File: src/rtl/serial_add_sub.sv
// Bit-serial WIDTH-bit adder/subtractor with start/done handshake, LSB first.
// Optional signed-overflow flag enabled by defining SERIAL_ADD_SUB_OVF_EN.
module serial_add_sub #(
    parameter int WIDTH = 4
) (
    input  logic             clk,
    input  logic             rst_n,
    input  logic             start,
    input  logic             op,
    input  logic [WIDTH-1:0] a,
    input  logic [WIDTH-1:0] b,
    input  logic             cin,
    output logic [WIDTH-1:0] s,
    output logic             cout,
    output logic             busy,
    output logic             done,
    output logic             ovf
);

    localparam int CW = $clog2(WIDTH);

    typedef enum logic [1:0] {IDLE, RUN, DONE} state_t;

    state_t           state, nxt;
    logic [WIDTH-1:0] a_sr, b_sr;
    logic [WIDTH-2:0] s_sr;
    logic [CW-1:0]    cnt;
    logic             op_r, c;
    logic             accept, last;
    logic             b_eff, sum, c_nxt;
    logic [WIDTH-1:0] s_nxt;

    assign accept = start && (state != RUN);
    assign last   = (cnt == CW'(WIDTH - 1));

    // Subtraction runs as A + ~B + ~bin, so only B is inverted per bit.
    assign b_eff = op_r ? ~b_sr[0] : b_sr[0];
    assign sum   = a_sr[0] ^ b_eff ^ c;
    assign c_nxt = (a_sr[0] & b_eff) | (a_sr[0] & c) | (b_eff & c);
    assign s_nxt = {sum, s_sr};

    always_ff @(posedge clk) begin
        if (!rst_n) state <= IDLE;
        else        state <= nxt;
    end

    always_comb begin
        nxt = state;
        case (state)
            IDLE:    if (start) nxt = RUN;
            RUN:     if (last) nxt = DONE;
            DONE:    nxt = start ? RUN : IDLE;
            default: nxt = IDLE;
        endcase
    end

    always_comb begin
        busy = (state == RUN);
        done = (state == DONE);
    end

    always_ff @(posedge clk) begin
        if (!rst_n) begin
            a_sr <= '0;
            b_sr <= '0;
            s_sr <= '0;
            cnt  <= '0;
            op_r <= 1'b0;
            c    <= 1'b0;
            s    <= '0;
            cout <= 1'b0;
        end else if (accept) begin
            a_sr <= a;
            b_sr <= b;
            op_r <= op;
            c    <= op ? ~cin : cin;
            cnt  <= '0;
        end else if (state == RUN) begin
            a_sr <= a_sr >> 1;
            b_sr <= b_sr >> 1;
            s_sr <= s_nxt[WIDTH-1:1];
            c    <= c_nxt;
            cnt  <= cnt + CW'(1);
            if (last) begin
                s    <= s_nxt;
                cout <= op_r ? ~c_nxt : c_nxt;
            end
        end
    end

`ifdef SERIAL_ADD_SUB_OVF_EN
    logic ovf_r;

    // On the last bit, c is the carry into the MSB and c_nxt the carry out.
    always_ff @(posedge clk) begin
        if (!rst_n)                    ovf_r <= 1'b0;
        else if (state == RUN && last) ovf_r <= c ^ c_nxt;
    end

    assign ovf = ovf_r;
`else
    assign ovf = 1'b0;
`endif

endmodule
File: config.mk
export PLATFORM = sky130hd
export DESIGN_NAME = serial_add_sub
export DESIGN_NICKNAME = d
export VERILOG_FILES = /design/src/rtl/serial_add_sub.sv
export SDC_FILE = /design/constraint.sdc
export NUM_CORES = 1
export LEC_CHECK = 0
export ABC_CLOCK_PERIOD_IN_PS = 4000
export CORE_AREA = 2 2 52 49
export CTS_BUF_LIST = sky130_fd_sc_hd__clkbuf_4
export DETAILED_ROUTE_END_ITERATION = 12
export DIE_AREA = 0 0 54 51
export GPL_TIMING_DRIVEN = 0
export PLACE_DENSITY = 0.69
export SETUP_SLACK_MARGIN = 0.15
export SYNTH_ARGS = -nofsm -noshare
export SYNTH_HDL_FRONTEND = slang
export SYNTH_SLANG_ARGS = --single-unit
File: constraint.sdc
create_clock -name clk -period 4 [get_ports clk]
set_clock_uncertainty 0.05 [all_clocks]
set_input_delay 0.8 -clock clk [delete_from_list [all_inputs] [get_ports clk]]
set_output_delay 0.8 -clock clk [all_outputs]
set_load 0.02 [all_outputs]
==> results of run 1 <==
sequential cells by signal, summed over array words and instances, names as in the netlist:
| name | count |
|---|---|
| a_sr | 4 |
| b_sr | 4 |
| c | 1 |
| cnt | 2 |
| cout | 1 |
| op_r | 1 |
| s | 4 |
| s_sr | 3 |
| state | 2 |
critical path: cells and delay by family, from the launching register on:
| kind | cells | cell delay, ns |
|---|---|---|
| flops | 1 | 0.34 |
| simple gates | 1 | 0.20 |
| buf+inv | 3 | 0.85 |
power by group:
group / internal [mW] / switching (mW)
Clock: 0.0364 / 0.0653
Sequential: 0.231 / 0.00734
Combinational: 0.0360 / 0.0353
cell usage after synthesis, drive strengths merged:
master / instances
o211ai: 1
a21oi: 9
o22ai: 1
nand3b: 1
and3: 1
a311oi: 1
inv: 5
o21a: 2
dfxtp: 22
nor2b: 1
fa: 1
clkbuf: 1
a211oi: 7
and2: 1
conb: 1
o211a: 1
nand2b: 1
nand3: 6
nor2: 12
xnor2: 3
buf: 6
ha: 1
o21ai: 1
nand2: 11
mux2i: 7
layout make-up:
cell class                 instances  share of cell area
sequential                        22               0.368
timing repair buffer              19               0.159
buffer                             7              0.0429
inverter                           5              0.0157
clock inverter                     1             0.00314
clock buffer                       3              0.0188
tap                               28              0.0293
multi-input combinational         70               0.363
through the flow:
step	total power [mW]	instances	util
finish	0.411	155	0.521
global route	0.431	155	0.521
CTS	0.414	155	0.521
detailed placement	0.314	151	0.509
global placement	0.312	151	0.509
floorplan	0.288	104	-
final timing paths:
check	end	slack (ns)	cells after the start
setup / recovery	busy	1.46	4
hold / removal	s[2]	0.41	2
setup reg to reg	cout	2.50	5
hold reg to reg	s[2]	0.41	2
cells by family (layout without fill, tap and decap cells):
family,Yosys count,count (layout),synth area share
compound gates,23,23,0.159
xor+xnor,3,3,0.0278
mux,7,7,0.0742
simple gates,34,34,0.160
other cells,1,1,0.00397
fa+ha+maj,2,2,0.0344
buf+inv,12,35,0.0742
flops,22,22,0.466
metal layers:
metal,vias up,part of all wire
li1,398,-
met1,362,0.44
met2,24,0.50
met3,2,0.053
met4,0,0.0053
met5,-,0
==> impl_metrics.yaml, run 1 <==
worst_setup_path:
  crit_fanout: 10
  critPathLaunchType: "flip-flop"
  critPathMaxStageDelay_ns: 0.60
  end_kind: "output port"
  worstSetupPathType: "reg2out"
  r2r-start: "op_r"
  slowest_stage: "clkdlybuf4s50_1"
  path_cells: "nand2b_2 -> inv_2 -> buf_6 -> clkdlybuf4s50_1"
  crit_start: "state[1]"
  crit_required_ns: 3.15
  cp_data_arrival_time_ns: 1.69
clock_tree:
  postCtsSetupRepairBufs: 0
  cts_root_buffer: "clkbuf_4"
  cts_resized: 0
  clk_latency_ns: 0.30
  htreeDepth: 1
  cts_made_buffers: 3
  holdBufCountCts: 0
  clk_pin_slew_ns: 0.12
  cts.sinks: 22
  tritoncts: "done"
  clockBufferDepth: 2
synth:
  ys_warn_count: 0
  ys_seq_area_frac: 0.466
  synth_top_cell_by_area: "dfxtp_1"
  yosysUniqueCellTypes: 28
  synth_top_cells_by_area: "dfxtp_1, mux2i_1, a211oi_1, a21oi_1, nor2_1"
  synth_top_area_frac: 0.466
  syn-instance-count: 104
  syn_area_um2: 945
  syn-num-nets: 119
  syn_avg_cell_area_um2: 9.08
  ys_ff_latch: 22
pwr:
  powerDensity_nw_per_um2: 344
  leakagePower_nw: 0.473
  ir_drop_v: 0.000223
place:
  port_buffers: 19
  pre_cts_ws_ns: 1.81
  gp_congestion: 0.721
  post_dp_cell_area_um2: 1170
  dp_hpwl_um: 1400
detailed_routing:
  vias_per_cell: 5.07
  post_drt_wl_per_cell_um: 12.2
  vias: 786
  drt_pass1_iterations: 4
  drt_first_iter_violations: 19
  drtAntennaViolNets: 0
  route.detailed.drc: 0
  wirelength_um: 1890
hold_path:
  hp-class: "reg2reg"
  min_from: "s[2]"
global_routing:
  use_met3: 0.0263
  track_usage: 0.157
  antenna_found_initial: 0
  grt_start_max_net_pins: 13
  grt_use_met1: 0.191
  grtUsageMet2: 0.276
  grt-busiest-layer: "met2"
  grt_pass1_wl_um: 3190
  gr-total-overflow: 0
  first_global_vias: 731
finish:
  most-common-layout-cells: "dfxtp_1, clkdlybuf4s50_1, nor2_1"
  drive_above_1_share: 0.0866
  multi_input_area_um2: 434
  register_area_um2: 440
  antennaDiodeCount: 0
  design_area_um2: 1200
  syn_to_final_growth_pct: 26.6
  fill_cells: 218
  nets: 143
  layout_commonest_cell: "dfxtp_1"
timing:
  layout_setup_ws_ns: 1.46
  fin_crit_sh: 0.635
  rsz0062_at_grt: "false"
  fmaxAchievable_ghz: 0.394
  holdWs_ns: 0.411
  period_needed_ns: 2.54
  final-setup-viol-count: 0
  setup_tns_ns: 0
  slew_viol_final: 0
  hold_violations: 0
die:
  die_x_um: 54
  die_h_um: 51
  core_area_um2: 2300
  start_util: 0.411
  fp-row-count: 17
  dieArea_um2: 2750
  num_io_pins: 21
flow_run:
  drv_cap: 0
status:
  outcome: "finished clean"
No activity file was read; power rests on OpenSTA's default activity.
==> inputs of run 2 (changes only) <==
--- a/config.mk
+++ b/config.mk
@@ -5,7 +5,7 @@
 export SDC_FILE = /design/constraint.sdc
 export NUM_CORES = 1
 export LEC_CHECK = 0
-export ABC_CLOCK_PERIOD_IN_PS = 4000
+export ABC_CLOCK_PERIOD_IN_PS = 2350
 export CORE_AREA = 2 2 52 49
 export CTS_BUF_LIST = sky130_fd_sc_hd__clkbuf_4
 export DETAILED_ROUTE_END_ITERATION = 12
==> constraint.sdc (replaced) <==
create_clock -name clk -period 2.35 [get_ports clk]
set_clock_uncertainty 0.05 [all_clocks]
set_input_delay 0.47 -clock clk [delete_from_list [all_inputs] [get_ports clk]]
set_output_delay 0.47 -clock clk [all_outputs]
set_load 0.02 [all_outputs]
==> impl_metrics.yaml, run 2 (synthesized netlist as in run 1, its figures left out) <==
timing:
  period_needed_ns: 1.94
  holdWs_ns: 0.411
  final-setup-viol-count: 0
  fin_crit_sh: 0.825
  setup_tns_ns: 0
  layout_setup_ws_ns: 0.411
  slew_viol_final: 0
  fmaxAchievable_ghz: 0.516
  rsz0062_at_grt: "false"
  hold_violations: 0
clock_tree:
  clk_pin_slew_ns: 0.12
  cts_root_buffer: "clkbuf_4"
  clockBufferDepth: 2
  htreeDepth: 1
  cts.sinks: 22
  holdBufCountCts: 0
  tritoncts: "done"
  cts_made_buffers: 3
  clk_latency_ns: 0.30
  cts_resized: 1
  postCtsSetupRepairBufs: 0
pwr:
  p_sw_frac: 0.262
  netSwitchingPower_mw: 0.183
  p_int_mw: 0.515
  leakagePower_nw: 0.476
  ir_drop_v: 0.000379
  power_frac_comb: 0.172
  clkPwrFrac: 0.247
  power_frac_seq: 0.580
  powerDensity_nw_per_um2: 585
finish:
  largest_registers: "a_sr: 4 flops, b_sr: 4 flops, s: 4 flops"
  drive_above_1_share: 0.0866
  fin_cells: 155
  most-common-layout-cells: "dfxtp_1, clkdlybuf4s50_1, nor2_1"
  layout_commonest_cell: "dfxtp_1"
  antennaDiodeCount: 0
  nets: 143
  syn_to_final_growth_pct: 26.5
global_routing:
  track_usage: 0.157
  first_global_vias: 731
  antenna_found_initial: 0
  gr-total-overflow: 0
  grt_pass1_wl_um: 3190
  grt_start_max_net_pins: 13
detailed_routing:
  drtAntennaViolNets: 0
  wirelength_um: 1890
  drt_first_iter_violations: 19
  route.detailed.drc: 0
  vias_per_cell: 5.05
  vias: 782
  drt_pass1_iterations: 4
  post_drt_wl_per_cell_um: 12.2
worst_setup_path:
  path_cells: "nand2b_2 -> inv_2 -> buf_6 -> dlygate4sd2_1"
  worstSetupPathType: "reg2out"
  critPathMaxStageDelay_ns: 0.34
  crit_required_ns: 1.83
  critPathLaunchType: "flip-flop"
  end_kind: "output port"
  path_buf_inv: 3
  cp_data_arrival_time_ns: 1.42
  slowest_stage: "dfxtp_1"
  crit_family: "buffers and inverters"
  crit_fanout: 10
die:
  core_area_um2: 2300
  dieArea_um2: 2750
  start_util: 0.411
  num_io_pins: 21
  die_h_um: 51
  die_x_um: 54
  fp-row-count: 17
place:
  gp_congestion: 0.721
  placed_cells: 151
  port_buffers: 19
  pre_cts_ws_ns: 0.489
  dp_hpwl_um: 1400
status:
  outcome: "finished clean"
flow_run:
  drv_cap: 0
hold_path:
  hp-class: "reg2reg"
-- run 2: cell types whose count changed in the layout (fill, tap and decap cells not counted) --
| cell | change |
|---|---|
| clkdlybuf4s50_1 | -1 |
| dlygate4sd2_1 | +1 |
-- run 2: power groups by stage --
stage	sequential, mW	clock, mW	combinational, mW
after detailed placement	0.414	0	0.121
final	0.406	0.173	0.120
after global routing	0.408	0.191	0.134
after global placement	0.413	0	0.117
after floorplan	0.411	0	0.0791
after CTS	0.406	0.177	0.121
-- run 2: cell type report --
| type | count | area (µm²) |
|---|---|---|
| Sequential cell | 22 | 440 |
| Buffer | 7 | 51.3 |
| Inverter | 5 | 18.8 |
| Multi-Input combinational cell | 70 | 434 |
| Clock inverter | 1 | 3.75 |
| Timing Repair Buffer | 19 | 189 |
| Fill cell | 219 | 1100 |
| Tap cell | 28 | 35.0 |
| Clock buffer | 3 | 22.5 |
-- run 2: through the flow --
step	instance area, µm²	total power [mW]	util
2_1_floorplan	945	0.490	-
3_5_place_dp	1170	0.535	0.509
3_3_place_gp	1170	0.530	0.509
6_report	1190	0.699	0.520
4_1_cts	1190	0.704	0.520
5_1_grt	1190	0.733	0.520
-- run 2: worst min-delay path, stage by stage (launching register included) --
cell and delay [ns]:
dfxtp_1 0.33, nand2_1 0.05, a21oi_1 0.05
-- run 2: metal layers --
layer | GRT usage | part of all wire
met5 | 0 | 0
met4 | 0.0500 | 0.0053
met3 | 0.0263 | 0.054
met2 | 0.276 | 0.50
met1 | 0.191 | 0.44
-- run 2: final timing paths --
kind                                from   end  slack, ns  depth (start not counted)
worst max-delay path            state[1]  busy       0.41                          4
worst min-delay path                s[2]  s[2]       0.41                          2
worst max register to register      op_r  cout       0.84                          5
worst min register to register      s[2]  s[2]       0.41                          2
==> inputs of run 3 (changes only) <==
--- a/config.mk
+++ b/config.mk
@@ -5,13 +5,13 @@
 export SDC_FILE = /design/constraint.sdc
 export NUM_CORES = 1
 export LEC_CHECK = 0
-export ABC_CLOCK_PERIOD_IN_PS = 2350
+export ABC_CLOCK_PERIOD_IN_PS = 1700
 export CORE_AREA = 2 2 52 49
 export CTS_BUF_LIST = sky130_fd_sc_hd__clkbuf_4
 export DETAILED_ROUTE_END_ITERATION = 12
 export DIE_AREA = 0 0 54 51
 export GPL_TIMING_DRIVEN = 0
-export PLACE_DENSITY = 0.69
+export PLACE_DENSITY = 0.71
 export SETUP_SLACK_MARGIN = 0.15
 export SYNTH_ARGS = -nofsm -noshare
 export SYNTH_HDL_FRONTEND = slang
==> constraint.sdc (replaced) <==
create_clock -name clk -period 1.7 [get_ports clk]
set_clock_uncertainty 0.05 [all_clocks]
set_input_delay 0.34 -clock clk [delete_from_list [all_inputs] [get_ports clk]]
set_output_delay 0.34 -clock clk [all_outputs]
set_load 0.02 [all_outputs]
==> impl_metrics.yaml, run 3 (synthesized netlist as in run 1, its figures left out) <==
global_routing:
  grt_pass1_wl_um: 3140
  track_usage: 0.152
  grt_start_max_net_pins: 13
  first_global_vias: 771
  antenna_found_initial: 0
  gr-total-overflow: 0
place:
  gp_congestion: 0.706
  dp_hpwl_um: 1400
  port_buffers: 19
  pre_cts_ws_ns: -0.0441
  placed_cells: 151
detailed_routing:
  drt_pass1_iterations: 4
  route.detailed.drc: 0
  drtAntennaViolNets: 0
  vias_per_cell: 5.11
  wirelength_um: 1860
  drt_first_iter_violations: 4
  post_drt_wl_per_cell_um: 11.9
  vias: 802
clock_tree:
  tritoncts: "done"
  clockBufferDepth: 2
  cts_root_buffer: "clkbuf_4"
  clk_latency_ns: 0.29
  htreeDepth: 1
  cts_made_buffers: 3
  clk_pin_slew_ns: 0.11
  cts.sinks: 22
die:
  fp-row-count: 17
  num_io_pins: 21
  die_h_um: 51
  die_x_um: 54
  dieArea_um2: 2750
  start_util: 0.411
  core_area_um2: 2300
worst_setup_path:
  cp_data_arrival_time_ns: 1.09
  crit_required_ns: 1.31
  critPathMaxStageDelay_ns: 0.35
  critPathLaunchType: "flip-flop"
  crit_family: "flip-flops"
  slowest_stage: "dfxtp_2"
  path_cells: "nand2b_4 -> inv_4 -> buf_6 -> buf_6"
  crit_fanout: 5
  path_buf_inv: 3
  crit_top_cell: "buf_6"
  worstSetupPathType: "reg2out"
  end_kind: "output port"
timing:
  hold_violations: 0
  layout_setup_ws_ns: 0.222
  period_needed_ns: 1.48
  fmaxAchievable_ghz: 0.676
  rsz0062_at_grt: "false"
  slew_viol_final: 0
  final-setup-viol-count: 0
  fin_crit_sh: 0.870
hold_path:
  hp-class: "reg2reg"
pwr:
  leakagePower_nw: 0.517
  powerDensity_nw_per_um2: 796
  ir_drop_v: 0.000509
finish:
  fin_cells: 157
  layout_commonest_cell: "dfxtp_1"
  most-common-layout-cells: "dfxtp_1, nor2_1, clkdlybuf4s50_1"
  nets: 145
  antennaDiodeCount: 0
  largest_registers: "a_sr: 4 flops, b_sr: 4 flops, s: 4 flops"
  syn_to_final_growth_pct: 28.3
  drive_above_1_share: 0.140
flow_run:
  drv_cap: 0
status:
  outcome: "finished clean"
==> run 3: per-stage QoR <==
step           power, mW  hold slack (ns)  setup TNS (ns)   util  area (µm²)
5_1_grt             1.02            0.442               0  0.528        1210
3_5_place_dp       0.739            0.406         -0.0441  0.509        1170
6_report           0.965            0.414               0  0.528        1210
3_3_place_gp       0.733            0.388         -0.0269  0.509        1170
2_1_floorplan      0.678            0.387               0      -         945
4_1_cts            0.970            0.420               0  0.521        1200
==> run 3: path summary, 6_finish.rpt <==
path             from  endpoint  slack [ns]  depth (start not counted)
max reg2reg      op_r      cout        0.28                          5
max          state[1]      busy        0.22                          4
min reg2reg      s[0]      s[0]        0.41                          2
min              s[0]      s[0]        0.41                          2
==> run 3: what timing repair did <==
action / 4_1_cts / 5_1_grt
hold buffers: 0 / 0
hold endpoints to repair: 0 / 0
setup buffers: 0 / 2
setup endpoints to repair: 7 / 3
resized for setup: 15 / 5
==> run 3: area by class of cell <==
| class | count | area [µm²] |
|---|---|---|
| fillers | 234 | 1080 |
| clock buffers | 3 | 22.5 |
| clock inverters | 1 | 3.75 |
| repair buffers | 21 | 195 |
| plain buffers | 7 | 52.6 |
| well taps | 28 | 35.0 |
| flip-flops and latches | 22 | 443 |
| inverters | 5 | 21.3 |
| multi-input cells | 70 | 439 |
==> run 3: worst min-delay path: stages (launching register included) <==
cell and delay, ns:
dfxtp_1 0.32, nand2_1 0.05, a21oi_1 0.05
==> run 3: per-layer routing <==
layer  GRT usage  wire length [µm]  vias up
met1       0.170               822      381
met4      0.0500                 0        0
met3      0.0263                97        0
li1            -                 -      403
met2       0.283               943       18
met5           0                 0        -
==> run 3: power breakdown <==
part	internal [mW]	switching [mW]
Sequential	0.544	0.0182
Clock	0.0854	0.144
Combinational	0.0904	0.0833
